File: src/rtl/pl_hazard_ctrl_pkg.sv
// Shared pipeline control codes, hazard FSM states and stage-code decode
// for the 5-stage core hazard controller.
package pl_hazard_ctrl_pkg;

  localparam logic [1:0] PL_NORMAL = 2'b00;
  localparam logic [1:0] PL_PAUSE  = 2'b01;
  localparam logic [1:0] PL_FLUSH  = 2'b10;

  typedef enum logic [2:0] {
    HZ_RUN        = 3'd0,
    HZ_LU_STALL   = 3'd1,
    HZ_MC_STALL   = 3'd2,
    HZ_MEM_FREEZE = 3'd3,
    HZ_BR_FLUSH   = 3'd4
  } hz_state_e;

  typedef struct packed {
    logic [1:0] pc;
    logic [1:0] id;
    logic [1:0] ex;
    logic [1:0] mem;
    logic [1:0] wb;
  } pl_ctrl_t;

  localparam pl_ctrl_t PL_ALL_FLUSH = '{
    PL_FLUSH, PL_FLUSH, PL_FLUSH, PL_FLUSH, PL_FLUSH
  };

  function automatic pl_ctrl_t stage_codes(hz_state_e s);
    pl_ctrl_t c;
    c = '{PL_NORMAL, PL_NORMAL, PL_NORMAL, PL_NORMAL, PL_NORMAL};
    unique case (s)
      HZ_LU_STALL:
        c = '{PL_PAUSE, PL_PAUSE, PL_FLUSH, PL_NORMAL, PL_NORMAL};
      HZ_MC_STALL:
        c = '{PL_PAUSE, PL_PAUSE, PL_PAUSE, PL_FLUSH, PL_NORMAL};
      // wb is flushed so a frozen MEM result is not written twice
      HZ_MEM_FREEZE:
        c = '{PL_PAUSE, PL_PAUSE, PL_PAUSE, PL_PAUSE, PL_FLUSH};
      HZ_BR_FLUSH:
        c = '{PL_NORMAL, PL_FLUSH, PL_FLUSH, PL_FLUSH, PL_NORMAL};
      default:
        c = '{PL_NORMAL, PL_NORMAL, PL_NORMAL, PL_NORMAL, PL_NORMAL};
    endcase
    return c;
  endfunction

endpackage

File: src/rtl/pl_hazard_ctrl_fwd_select.sv
// Priority forwarding select for one EX operand.
// Lowest-index (nearest) matching source wins; x0 never forwards.
module pl_fwd_select #(
  parameter int REG_AW    = 5,
  parameter int FWD_DEPTH = 2,
  parameter int SW        = $clog2(FWD_DEPTH + 1)
) (
  input  logic [REG_AW-1:0]           rs,
  input  logic [FWD_DEPTH-1:0]        fwd_regwr,
  input  logic [FWD_DEPTH*REG_AW-1:0] fwd_rd,
  output logic [SW-1:0]               sel
);

  always_comb begin
    sel = '0;
    for (int k = FWD_DEPTH - 1; k >= 0; k--) begin
      if (fwd_regwr[k] &&
          fwd_rd[k*REG_AW +: REG_AW] == rs &&
          rs != '0)
        sel = SW'(k + 1);
    end
  end

endmodule

File: src/rtl/pl_hazard_ctrl.sv
// Pipeline hazard controller: forwarding, load-use / multi-cycle /
// memory-wait stalls, branch flush and a saturating stall counter.
module pl_hazard_ctrl
  import pl_hazard_ctrl_pkg::*;
#(
  parameter int REG_AW    = 5,
  parameter int FWD_DEPTH = 2,
  parameter int LOAD_LAT  = 1,
  parameter int CNT_W     = 32
) (
  input  logic                            clk,
  input  logic                            clr_n,
  input  logic                            branch,
  input  logic                            mem_wait,
  input  logic                            ex_busy,
  input  logic                            mem2reg_ex,
  input  logic [REG_AW-1:0]               rd_ex,
  input  logic [REG_AW-1:0]               rs1_id,
  input  logic [REG_AW-1:0]               rs2_id,
  input  logic                            rs1_used,
  input  logic                            rs2_used,
  input  logic [REG_AW-1:0]               rs1_ex,
  input  logic [REG_AW-1:0]               rs2_ex,
  input  logic [FWD_DEPTH-1:0]            fwd_regwr,
  input  logic [FWD_DEPTH*REG_AW-1:0]     fwd_rd,
  output logic [$clog2(FWD_DEPTH+1)-1:0]  forward_rs1,
  output logic [$clog2(FWD_DEPTH+1)-1:0]  forward_rs2,
  output logic [1:0]                      pl_ctrl_pc,
  output logic [1:0]                      pl_ctrl_id,
  output logic [1:0]                      pl_ctrl_ex,
  output logic [1:0]                      pl_ctrl_mem,
  output logic [1:0]                      pl_ctrl_wb,
  output logic                            ex_kill,
  output logic [CNT_W-1:0]                stall_cnt
);

  localparam int LW = (LOAD_LAT > 1) ? $clog2(LOAD_LAT) : 1;

  hz_state_e     state, state_nx;
  logic [LW-1:0] lu_cnt, lu_cnt_nx;
  logic          load_use;
  pl_ctrl_t      codes;

  pl_fwd_select #(
    .REG_AW    (REG_AW),
    .FWD_DEPTH (FWD_DEPTH)
  ) u_fwd_rs1 (
    .rs        (rs1_ex),
    .fwd_regwr (fwd_regwr),
    .fwd_rd    (fwd_rd),
    .sel       (forward_rs1)
  );

  pl_fwd_select #(
    .REG_AW    (REG_AW),
    .FWD_DEPTH (FWD_DEPTH)
  ) u_fwd_rs2 (
    .rs        (rs2_ex),
    .fwd_regwr (fwd_regwr),
    .fwd_rd    (fwd_rd),
    .sel       (forward_rs2)
  );

  assign load_use = mem2reg_ex && rd_ex != '0 &&
                    ((rs1_used && rs1_id == rd_ex) ||
                     (rs2_used && rs2_id == rd_ex));

  // Freeze holds lu_cnt; a branch cancels any pending load bubbles
  always_comb begin
    state_nx  = state;
    lu_cnt_nx = lu_cnt;
    if (mem_wait) begin
      state_nx = HZ_MEM_FREEZE;
    end else if (branch) begin
      state_nx  = HZ_BR_FLUSH;
      lu_cnt_nx = '0;
    end else if (ex_busy) begin
      state_nx = HZ_MC_STALL;
    end else if (load_use || lu_cnt != '0) begin
      state_nx  = HZ_LU_STALL;
      lu_cnt_nx = (lu_cnt != '0) ? lu_cnt - LW'(1)
                                 : LW'(LOAD_LAT - 1);
    end else begin
      state_nx = HZ_RUN;
    end
  end

  always_ff @(posedge clk or negedge clr_n) begin
    if (!clr_n) begin
      state     <= HZ_RUN;
      lu_cnt    <= '0;
      stall_cnt <= '0;
    end else begin
      state  <= state_nx;
      lu_cnt <= lu_cnt_nx;
      if (state != HZ_RUN && stall_cnt != '1)
        stall_cnt <= stall_cnt + CNT_W'(1);
    end
  end

  assign codes       = clr_n ? stage_codes(state) : PL_ALL_FLUSH;
  assign pl_ctrl_pc  = codes.pc;
  assign pl_ctrl_id  = codes.id;
  assign pl_ctrl_ex  = codes.ex;
  assign pl_ctrl_mem = codes.mem;
  assign pl_ctrl_wb  = codes.wb;
  assign ex_kill     = clr_n && state == HZ_BR_FLUSH;

endmodule
File: config.mk
export PLATFORM = sky130hd
export DESIGN_NAME = pl_hazard_ctrl
export DESIGN_NICKNAME = d
export VERILOG_FILES = /design/src/rtl/pl_hazard_ctrl_pkg.sv /design/src/rtl/pl_hazard_ctrl_fwd_select.sv /design/src/rtl/pl_hazard_ctrl.sv
export SDC_FILE = /design/constraint.sdc
export NUM_CORES = 1
export LEC_CHECK = 0
export CAP_MARGIN = 30
export CORE_MARGIN = 1
export CORE_UTILIZATION = 25
export CTS_CLUSTER_DIAMETER = 200
export DETAILED_ROUTE_END_ITERATION = 6
export GPL_ROUTABILITY_DRIVEN = 0
export PLACE_DENSITY = 0.56
export SYNTH_ARGS = -nofsm -noshare
export SYNTH_HDL_FRONTEND = slang
export SYNTH_SLANG_ARGS = --single-unit
File: constraint.sdc
create_clock -name clk -period 2.9 [get_ports clk]
set_input_delay 0.58 -clock clk [delete_from_list [all_inputs] [get_ports clk]]
set_output_delay 0.58 -clock clk [all_outputs]
set_load 0.1 [all_outputs]
==> qor_table.md <==
| Result | Reported | Unit |
|:---|:---|:---|
| Result of the run | complete, no violations | - |
| Post-cts repair resize count | 0 | - |
| Required time at the endpoint of the critical path | 2320 | ps |
| Share of flip-flops with an asynchronous set or reset after synthesis | 100 | % |
| Uppermost layer routed | met4 | - |
| Number of core rows | 34 | - |
| Final core utilization | 40.8 | % |
| Residual DRC count | 0 | - |
| Class of the most critical hold timing path | in -> async | - |
| Most repeated cell in the gate-level netlist after synthesis | dfrtp_1 | - |
| Estimated wirelength of the detail-placed design | 4.53 | mm |
| Clock share of power | 20.9 | % |
| M1 WL | 2.34 | mm |
| Arrival @ worst endpoint | 2250 | ps |
| Final-report max-slew violation count | 0 | - |
| Global-route congestion overflow total | 0 | - |
| Floorplan core area | 8680 | µm² |
| Die Wd | 96.5 | µm |
| Area of all placed cells without fillers | 3540 | µm² |
| Number of DRC markers in iteration 0 | 56 | - |
| Starting density of the core | 25.7 | % |
| Cells after DPL | 437 | - |
| Worst skew pair latency | 290 | ps |
| First-pass GRT wire length | 8.89 | mm |
| Detail Route met2 WL | 2.78 | mm |
| Number of instances in the synthesized netlist | 227 | - |
| Count of different cell masters after synthesis | 39 | - |
| Tot Pwr | 0.00185 | W |
| Cell with the largest stage delay on the worst path | or4_4 | - |
| Most frequent cell on the critical path | nor4_4 | - |
| Sequential area share after synthesis | 39.2 | % |
| Post-synth top flop | dfrtp_1 | - |
| Max FO, Critical Path | 2 | - |
| Total CTS buffers | 5 | - |
| Synthesized netlist net count | 273 | - |
| Per-instance average area after synthesis | 9.83 | µm² |
| Total global-route track usage | 12.6 | % |
| Layout Nets | 382 | - |
| Sink Count | 35 | - |
| Highest attainable clock frequency | 353 | MHz |
| H-Tree Depth | 2 | - |
| Final Skew | 5.45 | ps |
| Combinational group share of total power | 45.9 | % |
| Number of synthesized flops with an enable pin | 0 | - |
| Overall die height | 96.5 | µm |
| Buf/Inv on CP | 2 | - |
| Internal power summed over all cells | 0.00101 | W |
| Diode count | 0 | - |
| Number of placed I/O pins | 92 | - |
| Quantity of hold-fixing buffers added after cts | 0 | - |
| Worst supply voltage drop on vdd | 0.000213 | V |
| Routed wire per std cell | 12.5 | µm |
| Switching Fraction | 45.5 | % |
| Net switching component of the power | 0.000842 | W |
| Vias after detailed routing | 2,032 | - |
| Via count of the first global-routing pass | 1,960 | - |
| Final number of hold-violating endpoints | 0 | - |
| Portion of total power attributed to sequential cells | 33.2 | % |
| Pleak | 1.55 | nW |
| Cell types with the highest counts after synthesis | dfrtp_1, xor2_1, xnor2_1 | - |
| Setup repair after global routing missed its margin | false | - |
| Clock tree root buffer cell | clkbuf_8 | - |
| Share of final-layout standard cells stronger than drive strength 1 | 30.3 | % |
| DR WL met3 | 357 | µm |
| Final Cycle Share | 97.7 | % |
| Post-CTS setup-driven buffer insertion count | 0 | - |
| Total power divided by cell area | 522 | nW/µm² |
| Endpoint kind of the worst setup timing path | output port | - |
| Via density | 4.57 | - |
| Port-buffer cells | 90 | - |
| Post-Layout Cell Count | 445 | - |
| Number of violations of the max-capacitance limit | 0 | - |
| Post-detailed-routing wire length | 5.56 | mm |
| Clock slew seen by the registers of the worst setup and hold paths | 70 | ps |
| Category of the critical setup timing path | in -> out | - |
| Area added between synthesis and finish | 58.7 | % |
| TritonCTS clock tree | done | - |
| Most area-hungry cell type in the Yosys netlist | dfrtp_1 | - |
| Maximum number of pins on one net before global-route repair | 33 | - |
| Dominant cells by area after synthesis | dfrtp_1, xor2_1, xnor2_1, nor3_2, nand4_1 | - |
| Final critical delay including setup and external delays | 2830 | ps |
| Dominant delay contributor by cell family on the critical path | simple AND/OR/NAND/NOR gates | - |
| Final antenna-violating net count | 0 | - |
| Setup tns final | 0 | ps |
| Die area | 9310 | µm² |
| Ordered cell list for the critical path | clkdlybuf4s50_1, or4_4, nor2_4, nor4_4, nor4_4, buf_12 | - |
| Number of warnings reported in the yosys synthesis log | 0 | - |
| Area share of the leading cell type in the synthesized netlist | 39.2 | % |
| Antenna violations before repair | 0 | - |
| Final number of setup-violating endpoints | 0 | - |
| Synth Register Bits | 35 | - |
| Instance area at placement | 3420 | µm² |
| Cell area after synthesis | 2230 | µm² |
| Startpoint types | input pin | - |
| Maximum number of buffers from clock root to sink | 2 | - |
| Count of TritonRoute iterations in the first routing pass | 4 | - |
| Longest individual stage delay on the worst path | 550 | ps |
[logic make-up (layout without fill, tap and decap cells)]
family	count (synthesis)	after routing	share of synthesized area [%]
buf+inv	13	123	3.25
compound gates	14	14	4.43
flops	35	35	39.2
xor+xnor	61	61	23.9
fa+ha+maj	1	1	0.560
simple gates	101	101	27.7
mux	1	1	0.672
other cells	1	1	0.168
[cells in the final DEF, fill, tap and decap left out, types with 2 or more instances in the layout]
master            n
a31oi_1           3
buf_12            9
buf_4            54
clkbuf_8          7
clkdlybuf4s50_1  39
dfrtp_1          35
dlymetal6s2s_1    4
inv_1             8
nand2_1          16
nand3_1           9
nand4_1          15
nor2_1           15
nor2_2            4
nor2_4            2
nor3_1            5
nor3_2           10
nor4_1            6
nor4_4            5
o211ai_1          2
o21ai_1           3
or3_1             2
or4_4             3
xnor2_1          29
xor2_1           32
[area by class of cell]
cell class / instances / area [µm²]
fill: 897 / 5130
multi-input combinational: 179 / 1370
sequential: 35 / 876
tap: 108 / 135
timing repair buffer: 107 / 1030
clock buffer: 8 / 100
inverter: 8 / 30.0
[through the flow]
stage               hold WS (ps)  worst slack (ps)
floorplan                    284              -282
finish                       121              66.4
global placement             421              61.3
CTS                          113              36.4
global route                 111              6.23
detailed placement           428              47.2
[flip-flops by register name, summed over array words and instances, names as in the netlist]
register / count
stall_cnt: 32
state: 3
[per-layer routing]
metal | global-route usage [%] | up-vias
met2 | 22.8 | 66
met1 | 13.9 | 949
met5 | 0 | -
met3 | 3.21 | 7
met4 | 5.27 | 0
li1 | - | 1010
[path summary, 6_finish.rpt]
path,from,end,slack (ps),cells after the start
worst max-delay path,rs2_ex[1],forward_rs2[1],70,6
worst min-delay path,clr_n,state[2],120,1
worst max register to register,stall_cnt[5],stall_cnt[19],730,6
worst min register to register,stall_cnt[31],stall_cnt[31],500,1
max in group asynchronous,clr_n,stall_cnt[18],2130,2
min in group clk,stall_cnt[31],stall_cnt[31],500,1
[power by group through the flow]
stage          logic (W)  registers [W]  clock network, W
3_3_place_gp    0.000849       0.000625                 0
4_1_cts         0.000859       0.000616          0.000404
5_1_grt         0.000888       0.000624          0.000424
3_5_place_dp    0.000856       0.000623                 0
6_report        0.000849       0.000614          0.000386
2_1_floorplan   0.000252       0.000965                 0
Power figures use the tool's default switching activity.
